File: config.mk
export PLATFORM = sky130hd
export DESIGN_NAME = solar_monitor_mc
export DESIGN_NICKNAME = d
export VERILOG_FILES = /design/src/rtl/solar_monitor_mc.sv
export SDC_FILE = /design/constraint.sdc
export NUM_CORES = 1
export LEC_CHECK = 0
export BUFFER_PORTS_ARGS = -buffer_cell sky130_fd_sc_hd__buf_4
export CORE_ASPECT_RATIO = 1.4
export CORE_MARGIN = 2
export CORE_UTILIZATION = 61
export DETAILED_ROUTE_END_ITERATION = 10
export GPL_TIMING_DRIVEN = 0
export PLACE_DENSITY_LB_ADDON = 0.15
export SYNTH_ARGS = -nofsm -noshare
export SYNTH_HDL_FRONTEND = slang
export SYNTH_SLANG_ARGS = --single-unit
File: constraint.sdc
create_clock -name wb_clk_i -period 9.5 [get_ports wb_clk_i]
set_input_delay 2.85 -clock wb_clk_i [delete_from_list [all_inputs] [get_ports wb_clk_i]]
set_output_delay 2.85 -clock wb_clk_i [all_outputs]
set_load 0.05 [all_outputs]
File: src/rtl/solar_monitor_mc.sv
// rtl/solar_monitor_mc.sv - multi-channel panel averager with low/stale flags, best-channel tracking and irqs
module solar_monitor_mc #(
  parameter int NUM_CH      = 4,
  parameter int DATA_W      = 8,
  parameter int AVG_LOG2    = 2,
  parameter int TIMEOUT_CYC = 1024,
  localparam int CH_W = ($clog2(NUM_CH) > 1) ? $clog2(NUM_CH) : 1
) (
  input  logic              wb_clk_i,
  input  logic              wb_rst_i,
  input  logic              smp_valid,
  input  logic [CH_W-1:0]   smp_ch,
  input  logic [DATA_W-1:0] smp_data,
  input  logic [DATA_W-1:0] thr_low,
  input  logic [NUM_CH-1:0] fault_clr,
  output logic              avg_valid,
  output logic [CH_W-1:0]   avg_ch,
  output logic [DATA_W-1:0] avg_data,
  output logic [NUM_CH-1:0] fault_o,
  output logic [NUM_CH-1:0] stale_o,
  output logic [CH_W-1:0]   best_ch,
  output logic              best_valid,
  output logic [2:0]        irq
);

  localparam int ACC_W = DATA_W + AVG_LOG2;
  localparam int CNT_W = (AVG_LOG2 > 0) ? AVG_LOG2 : 1;
  localparam int TMR_W = $clog2(TIMEOUT_CYC + 1);
  localparam logic [CNT_W-1:0] CNT_LAST = CNT_W'((1 << AVG_LOG2) - 1);
  localparam logic [TMR_W-1:0] TMR_MAX  = TMR_W'(TIMEOUT_CYC);
  localparam logic [CH_W:0]    NUM_CH_L = (CH_W + 1)'(NUM_CH);

  logic [ACC_W-1:0]  acc      [NUM_CH];
  logic [CNT_W-1:0]  cnt      [NUM_CH];
  logic [DATA_W-1:0] last_avg [NUM_CH];
  logic [TMR_W-1:0]  timer    [NUM_CH];

  logic              in_range, accept, complete;
  logic [ACC_W-1:0]  sel_acc, sum;
  logic [CNT_W-1:0]  sel_cnt;
  logic [DATA_W-1:0] new_avg, best_val, cand;
  logic [CH_W-1:0]   best_idx;
  logic [NUM_CH-1:0] hit, fault_set, stale_set;

  always_comb begin
    sel_acc   = '0;
    sel_cnt   = '0;
    hit       = '0;
    fault_set = '0;
    stale_set = '0;
    best_val  = '0;
    best_idx  = '0;
    cand      = '0;
    in_range  = ({1'b0, smp_ch} < NUM_CH_L);
    accept    = smp_valid && in_range;
    for (int i = 0; i < NUM_CH; i++) begin
      if (smp_ch == CH_W'(i)) begin
        sel_acc = acc[i];
        sel_cnt = cnt[i];
      end
    end
    complete = accept && (sel_cnt == CNT_LAST);
    sum      = sel_acc + ACC_W'(smp_data);
    new_avg  = DATA_W'(sum >> AVG_LOG2);
    // Strict '>' keeps the lowest index on ties; untouched channels read as 0.
    for (int i = 0; i < NUM_CH; i++) begin
      hit[i]       = accept && (smp_ch == CH_W'(i));
      fault_set[i] = complete && hit[i] && (new_avg < thr_low);
      stale_set[i] = !hit[i] && (timer[i] == TMR_MAX - TMR_W'(1));
      cand         = (complete && hit[i]) ? new_avg : last_avg[i];
      if (cand > best_val) begin
        best_val = cand;
        best_idx = CH_W'(i);
      end
    end
  end

  always_ff @(posedge wb_clk_i or posedge wb_rst_i) begin
    if (wb_rst_i) begin
      for (int i = 0; i < NUM_CH; i++) begin
        acc[i]      <= '0;
        cnt[i]      <= '0;
        last_avg[i] <= '0;
        timer[i]    <= '0;
      end
      avg_valid  <= 1'b0;
      avg_ch     <= '0;
      avg_data   <= '0;
      fault_o    <= '0;
      stale_o    <= '0;
      best_ch    <= '0;
      best_valid <= 1'b0;
      irq        <= '0;
    end else begin
      for (int i = 0; i < NUM_CH; i++) begin
        if (hit[i]) begin
          timer[i] <= '0;
          if (complete) begin
            acc[i]      <= '0;
            cnt[i]      <= '0;
            last_avg[i] <= new_avg;
          end else begin
            acc[i] <= sum;
            cnt[i] <= sel_cnt + CNT_W'(1);
          end
        end else if (timer[i] != TMR_MAX) begin
          timer[i] <= timer[i] + TMR_W'(1);
        end
      end
      avg_valid <= complete;
      if (complete) begin
        avg_ch     <= smp_ch;
        avg_data   <= new_avg;
        best_ch    <= best_idx;
        best_valid <= 1'b1;
      end
      // Set wins over a same-cycle clear.
      fault_o <= (fault_o & ~fault_clr) | fault_set;
      stale_o <= (stale_o & ~fault_clr) | stale_set;
      irq     <= {smp_valid && !in_range, |(stale_set & ~stale_o), |(fault_set & ~fault_o)};
    end
  end

endmodule

==> run_results.csv <==
group,metric,value,unit
outcome,outcome,"complete, no violations",
critical_path,worstPathArrival,9.66,ns
floorplanning,core,12700,µm²
detailed_routing,wl_per_cell,18.7,µm
layout,antenna_cells,0,
logic_synthesis,yosys.area.top_type,"dfrtp_1",
logic_synthesis,ys_types,68,
place,hpwl,13400,µm
logic_synthesis,yosys_warnings,0,
critical_path,cp-end-kind,"register",
logic_synthesis,synth_ff_type,"dfrtp_1",
critical_path,critPathMaxStageDelay,0.50,ns
min_path,hold_path.class,"register to register",
clock_network,clockBufferDepth,2,
clock_network,htree_num_levels,4,
critical_path,worst_setup_path_start_kind,"primary input",
place,place_area,8440,µm²
clock_network,cts_buffers,17,
logic_synthesis,ys_seq_area_share,47.3,%
critical_path,slowest_stage,"mux4_2",
timing,worst_pin_slew,0.834,ns
clock_network,cts.sinks,148,
timing,fin_skew,0.0129,ns
critical_path,cp_max_fo,9,
floorplanning,die_width,99.8,µm
logic_synthesis,yosys-top-cells-count,"dfrtp_1, nand2_1, o21ai_0, nor2_1",
layout,final_area,9350,µm²
detailed_routing,ant_nets,0,
layout,utilization,73.7,%
run,drv_cap,0,
critical_path,required,9.81,ns
layout,drive_above_1_share,19.5,%
power,ir_drop,0.237,mV
logic_synthesis,synth.area.top_cells,"dfrtp_1, ha_1, o21ai_0, nand2_1, mux4_2",
layout,area_growth,19.3,%
floorplanning,dieArea,13800,µm²
clock_network,cts_root_buffer,"clkbuf_16",
timing,tns,0,ns
clock_network,cts_tree,"yes",
power,power_density,409,nW/µm²
timing,period_minus_slack,9.35,ns
logic_synthesis,synth_edf_count,0,
timing,setup_violations,0,
power,p_leak,4.56,nW
timing,max_freq,0.107,GHz
global_routing,grt_max_degree,92,
layout,layout.nets,962,
timing,finalCritPeriodShare,98.4,%
logic_synthesis,post-synth-top-count-cell,"dfrtp_1",
floorplanning,rows,49,
logic_synthesis,synth_top_area_share,47.3,%
global_routing,grt_pass1_wl,32000,µm
timing,fin_hold_ws,0.483,ns
detailed_routing,vias,6340,
layout,nFillCells,878,
global_routing,grt_pass1_vias,6625,
timing,timing.slew.headroom,44.4,%
layout,multi_input_area,3910,µm²
logic_synthesis,synth_area_per_cell,9.82,µm²
global_routing,antenna_found_initial,0,
logic_synthesis,ys_seq_elements,148,
global_routing,track_usage,29.7,%
clock_network,clkLatencyLatePin,0.43,ns
detailed_routing,drtIter0Drc,431,
layout,seq_area,3700,µm²
logic_synthesis,syn_nets,872,
detailed_routing,firstDrtPassIters,5,
timing,slew_violations,0,
critical_path,r2r_slack,2.52,ns
global_routing,grt_overflow,0,
floorplanning,initial_core_util,61.7,%
logic_synthesis,syn_area,7840,µm²
detailed_routing,routed_wl,19700,µm
place,gp_congestion,0.925,
logic_synthesis,async_reset_ff_share,100,%
detailed_routing,routed_via_density,6.02,
detailed_routing,drc,0,
place,portBuffers,47,
floorplanning,ios,50,
clock_network,clk_pin_slew_worst_paths,0.06,ns
floorplanning,die_h,138,µm
critical_path,criticalPathCategory,"primary input to register",
logic_synthesis,syn_inst,798,
power,total_power,3.82,mW
timing,hold_violations,0,
==> placed cells by master, fill, tap and decap left out, types with 3 or more instances in the layout <==
master,instances
nand4_1,7
clkbuf_1,21
a21oi_1,23
inv_1,47
and3_1,6
clkinvlp_4,3
nor3_1,4
or3_1,9
a21oi_2,6
xnor2_1,11
dfrtp_1,148
xor2_1,22
o21bai_1,3
o22a_1,3
nand2b_1,3
nor4_1,7
o21ai_1,5
inv_6,6
buf_4,74
ha_1,44
o21ai_0,90
nor2_1,64
nand3_1,31
or2_2,4
mux4_2,13
mux2_2,5
nor2b_1,4
clkbuf_16,18
o22ai_1,5
o21a_1,8
nand2_1,120
a211oi_2,3
mux2i_1,4
a21o_1,13
o21ai_2,3
==> layer usage <==
metal	GRT usage (%)	share of wire, %	wire length (µm)
met1	35.9	38	7590
met2	51.9	54	10700
met3	5.61	4.9	964
met4	11.7	2.5	488
met5	0	0	0
==> worst max-delay path: cells and delay by family <==
| family | cells | cell delay, ns |
|---|---|---|
| compound gates | 20 | 3.46 |
| fa+ha+maj | 5 | 1.42 |
| mux | 2 | 0.82 |
| buf+inv | 4 | 0.53 |
| xor+xnor | 1 | 0.27 |
| simple gates | 3 | 0.25 |
==> logic make-up after synthesis <==
logic type                 after synthesis  share of synthesized area (%)
and+or+nand+nor                        275                           16.1
AOI/OAI and AO/OA                      180                           14.0
DFF                                    148                           47.3
buffers and inverters                   81                           4.29
adders and majority gates               49                           7.92
xor gates and xnor gates                39                           4.65
muxes                                   25                           5.73
other                                    1                         0.0479
==> sequential cells by signal, summed over array words and instances, names as in the netlist <==
register / cells
avg_valid: 1
timer: 44
acc: 40
last_avg: 32
fault_o: 4
avg_data: 8
irq: 2
avg_ch: 2
best_ch: 2
stale_o: 4
cnt: 8
best_valid: 1
==> power breakdown <==
part	total [mW]	leakage [nW]	switching, mW	internal (mW)
Combinational	2.17	2.35	1.22	0.942
Sequential	0.973	1.92	0.129	0.845
Clock	0.683	0.285	0.289	0.394
Total	3.82	4.56	1.64	2.18
==> metrics by stage <==
| step | cells | worst slack (ns) |
|---|---|---|
| finish | 1054 | 0.149 |
| global route | 1054 | -0.0471 |
| CTS | 1036 | 0.0186 |
| detailed placement | 999 | -1.35 |
| global placement | 998 | -1.19 |
| floorplan | 798 | 0.00754 |
==> path summary, 6_finish.rpt <==
kind | start | cells past startpoint | to
worst max-delay path | smp_ch[0] | 35 | best_ch[0]
worst min-delay path | last_avg[4] | 2 | last_avg[4]
worst max register to register | acc[0] | 33 | best_ch[0]
worst min register to register | last_avg[4] | 2 | last_avg[4]
max in group asynchronous | wb_rst_i | 3 | last_avg[13]
min in group asynchronous | wb_rst_i | 2 | timer[12]
==> cell type report <==
cell class                 instances  share of cell area [%]
multi-input combinational        569                    41.8
sequential                       148                    39.6
timing repair buffer              74                    6.34
clock buffer                      17                    4.55
tap                              153                    2.05
inverter                          49                    2.02
clock inverter                    15                    1.83
buffer                            29                    1.78
==> repair_timing <==
item,CTS,global route
pin swaps,5,8
hold buffers,0,0
setup buffers,7,18
setup endpoints to repair,2,2
gates resized for setup,12,12
cloned,0,1
No activity file was read; power rests on OpenSTA's default activity.
